`config.mk`:
```
export PLATFORM = sky130hd
export DESIGN_NAME = mem_stage_lsu
export DESIGN_NICKNAME = d
export VERILOG_FILES = /design/src/rtl/mem_stage_lsu.sv
export SDC_FILE = /design/constraint.sdc
export NUM_CORES = 1
export LEC_CHECK = 0
export BUFFER_PORTS_ARGS = -buffer_cell sky130_fd_sc_hd__buf_2
export CAP_MARGIN = 15
export CORE_MARGIN = 2
export CORE_UTILIZATION = 28
export DETAILED_ROUTE_END_ITERATION = 6
export PLACE_DENSITY = 0.54
export REMOVE_ABC_BUFFERS = 1
export SETUP_SLACK_MARGIN = 0.3
export SKIP_LAST_GASP = 1
export SLEW_MARGIN = 20
export SYNTH_ARGS = -nofsm -noshare
export SYNTH_HDL_FRONTEND = slang
export SYNTH_SLANG_ARGS = --single-unit
```
`constraint.sdc`:
```
create_clock -name clk -period 3.8 [get_ports clk]
set_clock_uncertainty 0.1 [all_clocks]
set_input_delay 1.14 -clock clk [delete_from_list [all_inputs] [get_ports clk]]
set_output_delay 1.14 -clock clk [all_outputs]
set_load 0.005 [all_outputs]
```
`src/rtl/mem_stage_lsu.sv`:
```
// Memory-stage load/store unit: turns M-stage load/store controls into a ready-based
// data-memory transaction, stalls the pipeline while it is in flight and formats load data.
module mem_stage_lsu #(
  parameter int TIMEOUT = 16
) (
  input  logic        clk,
  input  logic        rst,
  input  logic        MemReadM,
  input  logic        MemWriteM,
  input  logic [2:0]  Funct3M,
  input  logic [31:0] ALUResultM,
  input  logic [31:0] WriteDataM,
  output logic        mem_req,
  output logic        mem_we,
  output logic [31:0] mem_addr,
  output logic [31:0] mem_wdata,
  output logic [3:0]  mem_be,
  input  logic        mem_ready,
  input  logic [31:0] mem_rdata,
  output logic [31:0] ReadData,
  output logic        StallM,
  output logic        MisalignM,
  output logic        BusErrM
);

  typedef enum logic [1:0] {IDLE, BUSY, DONE} state_t;

  localparam logic [7:0] LAST_CNT = 8'(TIMEOUT - 1);

  state_t      state, state_nxt;
  logic [7:0]  cnt;
  logic [2:0]  f3_p1;
  logic [1:0]  lo_p1;
  logic        req, legal, aligned, acc, timeout_hit;

  function automatic logic [31:0] load_fmt(input logic [2:0] f3, input logic [1:0] lo,
                                           input logic [31:0] w);
    logic signed [7:0]  b;
    logic signed [15:0] h;
    logic [31:0]        r;
    b = w[{lo, 3'b000} +: 8];
    h = w[{lo[1], 4'b0000} +: 16];
    case (f3)
      3'b000:  r = 32'(b);
      3'b100:  r = {24'b0, b};
      3'b001:  r = 32'(h);
      3'b101:  r = {16'b0, h};
      default: r = w;
    endcase
    return r;
  endfunction

  function automatic logic [3:0] store_be(input logic [2:0] f3, input logic [1:0] lo);
    case (f3[1:0])
      2'b00:   return 4'b0001 << lo;
      2'b01:   return 4'b0011 << {lo[1], 1'b0};
      default: return 4'b1111;
    endcase
  endfunction

  function automatic logic [31:0] store_wdata(input logic [2:0] f3, input logic [31:0] d);
    case (f3[1:0])
      2'b00:   return {4{d[7:0]}};
      2'b01:   return {2{d[15:0]}};
      default: return d;
    endcase
  endfunction

  always_comb begin
    req   = MemReadM | MemWriteM;
    legal = (Funct3M == 3'b000) || (Funct3M == 3'b001) || (Funct3M == 3'b010) ||
            (Funct3M == 3'b100) || (Funct3M == 3'b101);
    case (Funct3M[1:0])
      2'b00:   aligned = 1'b1;
      2'b01:   aligned = ~ALUResultM[0];
      2'b10:   aligned = (ALUResultM[1:0] == 2'b00);
      default: aligned = 1'b0;
    endcase
    acc         = req & legal & aligned;
    timeout_hit = (TIMEOUT != 0) && (cnt == LAST_CNT);
  end

  always_comb begin
    state_nxt = state;
    StallM    = 1'b0;
    MisalignM = 1'b0;
    case (state)
      IDLE: begin
        StallM    = acc;
        MisalignM = req & legal & ~aligned;
        if (acc) state_nxt = BUSY;
      end
      BUSY: begin
        StallM = 1'b1;
        if (mem_ready || timeout_hit) state_nxt = DONE;
      end
      DONE:    state_nxt = IDLE;
      default: state_nxt = IDLE;
    endcase
  end

  // Stage p1: bus request registers and formatted load data
  always_ff @(posedge clk) begin
    if (rst) begin
      state     <= IDLE;
      cnt       <= '0;
      mem_req   <= 1'b0;
      mem_we    <= 1'b0;
      mem_addr  <= '0;
      mem_wdata <= '0;
      mem_be    <= '0;
      ReadData  <= '0;
      BusErrM   <= 1'b0;
      f3_p1     <= '0;
      lo_p1     <= '0;
    end else begin
      state <= state_nxt;
      case (state)
        IDLE: begin
          ReadData <= '0;
          BusErrM  <= 1'b0;
          if (acc) begin
            mem_req   <= 1'b1;
            mem_we    <= MemWriteM;
            mem_addr  <= {ALUResultM[31:2], 2'b00};
            mem_wdata <= MemWriteM ? store_wdata(Funct3M, WriteDataM) : '0;
            mem_be    <= MemWriteM ? store_be(Funct3M, ALUResultM[1:0]) : 4'b0000;
            f3_p1     <= Funct3M;
            lo_p1     <= ALUResultM[1:0];
            cnt       <= '0;
          end
        end
        BUSY: begin
          cnt <= cnt + 8'd1;
          // A completing access takes priority over an expiring timeout
          if (mem_ready) begin
            mem_req  <= 1'b0;
            ReadData <= mem_we ? '0 : load_fmt(f3_p1, lo_p1, mem_rdata);
          end else if (timeout_hit) begin
            mem_req  <= 1'b0;
            ReadData <= '0;
            BusErrM  <= 1'b1;
          end
        end
        DONE:    BusErrM <= 1'b0;
        default: BusErrM <= 1'b0;
      endcase
    end
  end

endmodule

```
Yosys cells after proc, flatten, opt, wreduce, memory -nomap -nowiden --
Index checks and enable logic that the tools add are counted.
Operators by class: reduce and logical (&&, ||, !) cells 18, shift-type cells 4, mux-type cells 21, add/subtract/negate cells 1, eq/ne operators 14, bitwise logic cells 8
Operator list (number):
- 32-bit 2-to-1 mux | 4
- 32-bit one-hot mux with 2 select lines | 2
- 32-bit one-hot mux with 4 select lines | 1
- 32-bit by 6-bit indexed part select with 16-bit output | 1
- 32-bit by 6-bit indexed part select with 8-bit output | 1
- 8-bit one-hot mux with 2 select lines | 1
- 3-bit == test, second input constant | 4
- 2-bit AND reduction | 5
- 8-bit by 1-bit adder with 8-bit output, second input constant | 1
- 8-bit by 4-bit == test with 1-bit output, second input constant | 1
- 8-bit 2-to-1 mux | 1
- 4-bit one-hot mux with 2 select lines | 1
- 3-bit by 1-bit == test with 1-bit output, second input constant | 2
- 2-bit logical NOT | 3
- 3-bit logical NOT | 2
- 1-bit logical OR | 5
- 2-bit by 1-bit == test with 1-bit output, second input constant | 2
- 1-bit 2-to-1 mux | 4
- 2-bit 2-to-1 mux | 2
- 4-bit 2-to-1 mux | 1
- 2-bit inequality test, second input constant | 2
- 1-bit NOT | 4
- 1-bit one-hot mux with 2 select lines | 2
- 2-bit one-hot mux with 2 select lines | 1
- other kinds (11) | 13
Storage, ports and cells: register bits after elaboration 116, output and inout port bits 105, bits of input ports 104

Longest topological paths before layout --
word-level depth 9, gate-level depth with buffers 7, depth with buffers taken out 5

Worst setup path before layout --
OpenSTA, ideal clock, no wires.
kind input -> output, start point in Funct3M[1], end point out MisalignM, arrival time 2098 ps, setup slack 462 ps, stages 5, cell sequence clkbuf_1 -> buf_2 -> clkbuf_1 -> o211ai_1 -> a21oi_1
On the way: word-level cells in the longest chain between the ends 8
RTL lines:
- from (decl) | RTL line 10 | input logic [2:0] Funct3M,
- 3-bit by 1-bit == test with 1-bit output / 3-bit logical NOT (equally long branches) | RTL line 71 | legal = (Funct3M == 3'b000) || (Funct3M == 3'b001) || (Funct3M == 3'b010) ||
- 1-bit logical OR (3 in a row) | RTL line 71
- 1-bit logical OR | RTL line 72 | (Funct3M == 3'b100) || (Funct3M == 3'b101);
- 1-bit bitwise AND | RTL line 90 | MisalignM = req & legal & ~aligned;
- 1-bit bitwise AND (*) | RTL line 90
- 1-bit 2-to-1 mux (*) | RTL line 87 | case (state)
- to (decl) | RTL line 22 | output logic MisalignM,
Every way passes the cells marked *; elsewhere a longest branch is shown, timed or not.

Worst setup path after layout --
start point in ALUResultM[1], end point out StallM
On the way: word-level cells in the longest chain between the ends 4
RTL lines:
- from (decl) | RTL line 11 | input logic [31:0] ALUResultM,
- 2-bit logical NOT | RTL line 76 | 2'b10: aligned = (ALUResultM[1:0] == 2'b00);
- 1-bit one-hot mux with 3 select lines | RTL line 73 | case (Funct3M[1:0])
- 1-bit bitwise AND | RTL line 79 | acc = req & legal & aligned;
- 1-bit one-hot mux with 2 select lines | RTL line 87
- to (decl) | RTL line 21 | output logic StallM,
No other way between the ends.

==> results.md <==
- The clock passes through at most 2 buffers.
- The length of the first detailed-routing pass in iterations is 4.
- The final critical delay including setup and external delays is around 3.4 ns.
- For this design, the CTS-stage hold fixing added 0 buffers.
- The HPWL after detailed placement is 11300 microns.
- The count of cell types in the netlist is 51.
- The analysis attributes to cell leakage a power of 0.00306 uW.
- Broken down by cell family, the worst path's largest delay share belongs to buffers and inverters.
- In the layout the commonest cells are sky130_fd_sc_hd__buf_2 (206), sky130_fd_sc_hd__nand2_1 (122), sky130_fd_sc_hd__dfxtp_1 (116).
- The worst setup path is captured at a primary output.
- The floorplan step defined a die boundary enclosing about 0.019 sq mm.
- The level count of the clock H-tree is 4.
- The number of global-route vias before repair is a little under 5k.
- Excluding fillers, the count of instances in the completed layout stands at 1034.
- Combinational cells account for 11.7% of the total power.
- The area growth from synthesis to layout is 38.3%.
- For this design the total switching power over the nets is 882 uW.
- Net switching is 24.7% of the power.
- Using the TritonRoute via totals, the vias-per-cell ratio works out to ~4.9.
- The number of antenna violations at the first check in global routing is 2.
- The height of the die is 139 microns.
- The final max-slew violation count is 0.
- The worst-case IR drop observed on VDD is between 200 and 300 uV.
- The dominant synthesized flop cell is sky130_fd_sc_hd__dfxtp_1.
- Synthesis produced a netlist whose cell count is roughly 600.
- The detail route stage leaves a number of antenna-violating nets equal to 0.
- The global-route usage over all layers is approximately 17%.
- The flow ran to the end, and the final reports show no timing, DRC or antenna violations.
- The total routed wirelength is around 16000 microns.
- The share of the yosys chip area belonging to registers is between 40% and 50%.
- The flip-flop and latch count after synthesis is roughly 120.
- At the pin with the least slew margin, the transition time is ~0.96 ns.
- Detailed routing placed a total of roughly 1600 microns of wire on met3.
- The clock reaches the later pin of the worst-skew pair after between 0.4 and 0.5 ns.
- The nature of the critical path startpoint is an input pin.
- Cell internal power was estimated by the tool at roughly 2700 uW.
- The core region is about 0.018 sq mm.
- The highest metal layer carrying signal wires in the routed design is met5.
- The most common cell type on the critical path is sky130_fd_sc_hd__buf_2.
- Hold is met by about 0.34 ns.
- Once the floorplan was initialized, standard cells occupied between 20 and 30% of the core.
- In this run, CTS created clock tree buffers numbering 17.
- The number of endpoints failing setup at the final stage is 0.
- The largest driver fanout on the critical path is 6.
- The number of inserted filler cells in the final layout is 1851.
- The most common cell after layout, fill and taps aside is sky130_fd_sc_hd__buf_2.
- The number of enable-type register cells in the synthesized netlist is 0.
- The TritonCTS clock tree is built.
- Of the cells placed in the final design, the portion with a size suffix greater than 1 is 36.6%.
- The floorplan row count is just under 50.
- In this run the tightest slew margin relative to its limit is between 30% and 40%.
- The Yosys warning count is 0.
- For this block, the via count after detailed routing is about 5.1k.
- On the worst path, the slowest cell contributes a delay of 0.26 ns.
- The critical path's slowest cell is sky130_fd_sc_hd__nor4_1.
- The critical path goes through buf_2, nor4_1, buf_4, o221ai_4, nand2_1, buf_2.
- The layout net count is approximately 900.
- The total standard cell area after synthesis is 0.00507 sq mm.
- STA puts the critical path data required time at 2.56 ns.
- Together, buffers and inverters on the worst path number 3.
- The clock tree root driver cell is sky130_fd_sc_hd__clkbuf_16.
- The worst setup path category is in -> out.
- The worst hold path belongs to the class reg -> reg.
- The placer's final routability congestion estimate is between 0.7 and 0.8.
- The antenna diode count is 0.
- Dividing total power by cell area gives a power density of roughly 510 mW/mm^2.
- The signal arrival time at the worst endpoint is ~2.1 ns.
- The async set-or-reset flop fraction in the synthesized netlist is 0%.
- The placed cell count is approximately 1.0k.
- The post-CTS repair timing setup buffer count is 0.
- Per report_power, the sequential group accounts for between 30% and 40% of the total.
- The ratio of final minimum period to clock period is 88.9%.
- The clock network fraction of design power is around half.
- The number of max-cap violations is 0.
- For this run the aggregate overflow at the end of global routing stands at 0.
- The met1 wire length is roughly 7000 microns.
- The die outline width is 139 microns.
- The average cell area after synthesis is roughly 8.5 sq um.
- In this run the tool buffered the top-level ports with slightly above 200 buffer cells.
- The initial detailed-routing violation count is 189.
- Setup repair after global routing left no endpoint under its margin.
- The routed length on met2 is between 7000 and 8000 microns.
- In the final routed layout, each cell accounts on average for 15.7 microns.
- The top-level port count is roughly 210.
- For this run, design rule violations remaining after detail routing come to 0.
- Once the clock tree was built, the resizer swapped 0 gates to a different size.
- The maximum number of pins on one net before global-route repair is 86.
- The global-route wire length before repair is approximately 26000 microns.
- The count of final hold-check violations is 0.
- Timing would allow up to slightly below 300 MHz.
- For this design, the sink count on the clock tree is 116.
- After clock tree synthesis, the clock-pin slew on the worst setup and hold paths is approximately 0.06 ns.
state kept, by name, summed over array words and instances, names as in the netlist, 2 cells and up:
signal	cells
ReadData	32
mem_wdata	32
mem_addr	30
cnt	8
mem_be	4
f3_p1	3
lo_p1	2
state	2
power groups by stage:
stage	Clock, uW	Combinational (uW)	Sequential (uW)
floorplan	0	186	1330
global placement	0	423	1330
detailed placement	0	424	1330
CTS	1890	425	1300
global route	1950	468	1310
finish	1850	419	1300
routing by layer:
metal / vias to the layer above / global-route usage, %
li1: 2528 / -
met1: 2319 / 20.9
met2: 200 / 26.1
met3: 17 / 7.56
met4: 4 / 5.21
met5: - / 0
synthesized netlist by cell type (3+ instances only):
cell                        count  share of area, %
sky130_fd_sc_hd__a311oi_1       3              0.52
sky130_fd_sc_hd__clkbuf_1      32               2.4
sky130_fd_sc_hd__nand3b_1       3              0.44
sky130_fd_sc_hd__inv_1          4              0.30
sky130_fd_sc_hd__o21ai_0       22               2.2
sky130_fd_sc_hd__o22ai_1       14               1.7
sky130_fd_sc_hd__dfxtp_1      116                46
sky130_fd_sc_hd__nand3_1       37               3.6
sky130_fd_sc_hd__a21boi_0       7               1.0
sky130_fd_sc_hd__o2bb2ai_1      9               1.6
sky130_fd_sc_hd__nor2b_1        3              0.37
sky130_fd_sc_hd__nand2b_1       4              0.49
sky130_fd_sc_hd__mux2i_1        9               1.8
sky130_fd_sc_hd__buf_4          3              0.44
sky130_fd_sc_hd__nor2_1        11              0.81
sky130_fd_sc_hd__a22o_1         7               1.2
sky130_fd_sc_hd__nor3_1         5              0.49
sky130_fd_sc_hd__a221o_1       16               3.2
sky130_fd_sc_hd__a21oi_1       93               9.2
sky130_fd_sc_hd__o211ai_1       4              0.59
sky130_fd_sc_hd__mux2_2        24               5.3
sky130_fd_sc_hd__buf_2         15               1.5
sky130_fd_sc_hd__nand2_1      122               9.0
cells by family after synthesis:
logic type	count (synthesis)	share of synthesized area [%]
AO/OA/AOI/OAI	190	23.7
adder cells (fa/ha/maj)	1	0.247
buffers and inverters	59	5.28
flip-flops	116	45.8
multiplexers	34	7.55
other	1	0.0739
AND/OR/NAND/NOR	197	17.3
worst paths after layout:
| kind | slack (ns) | from | cells after the start | end |
|---|---|---|---|---|
| max | 0.42 | ALUResultM[1] | 6 | StallM |
| min | 0.34 | mem_wdata[18]$_SDFFE_PP0P_ | 2 | mem_wdata[18]$_SDFFE_PP0P_ |
| max reg2reg | 1.38 | lo_p1[1]$_SDFFE_PP0P_ | 4 | ReadData[13]$_SDFFE_PP0P_ |
| min reg2reg | 0.34 | mem_wdata[18]$_SDFFE_PP0P_ | 2 | mem_wdata[18]$_SDFFE_PP0P_ |
final cells by class:
class                   count  area, sq um  area share (%)
well taps                 229          287            4.08
flip-flops and latches    116         2320            33.1
clock buffers              17          425            6.06
repair buffers            229         1220            17.3
inverters                   4         15.0           0.214
clock inverters            15          253            3.60
multi-input cells         424         2500            35.6
worst min-delay path, stage by stage (launching register included):
cell                      delay, ns
sky130_fd_sc_hd__dfxtp_1       0.30
sky130_fd_sc_hd__nand2_1       0.05
sky130_fd_sc_hd__a21oi_1       0.05
stage by stage:
stage	TNS, ns	area, sq um	util, %	total power (uW)	setup WS [ns]
2_1_floorplan	-0.646	4820	-	1510	-0.646
6_report	0	7020	39.3	3570	0.421
5_1_grt	0	7020	39.3	3720	0.313
3_3_place_gp	0	6340	35.5	1750	0.355
3_5_place_dp	0	6340	35.5	1750	0.380
4_1_cts	0	7020	39.3	3620	0.379
Note: power is estimated with default switching activity, not from simulation.
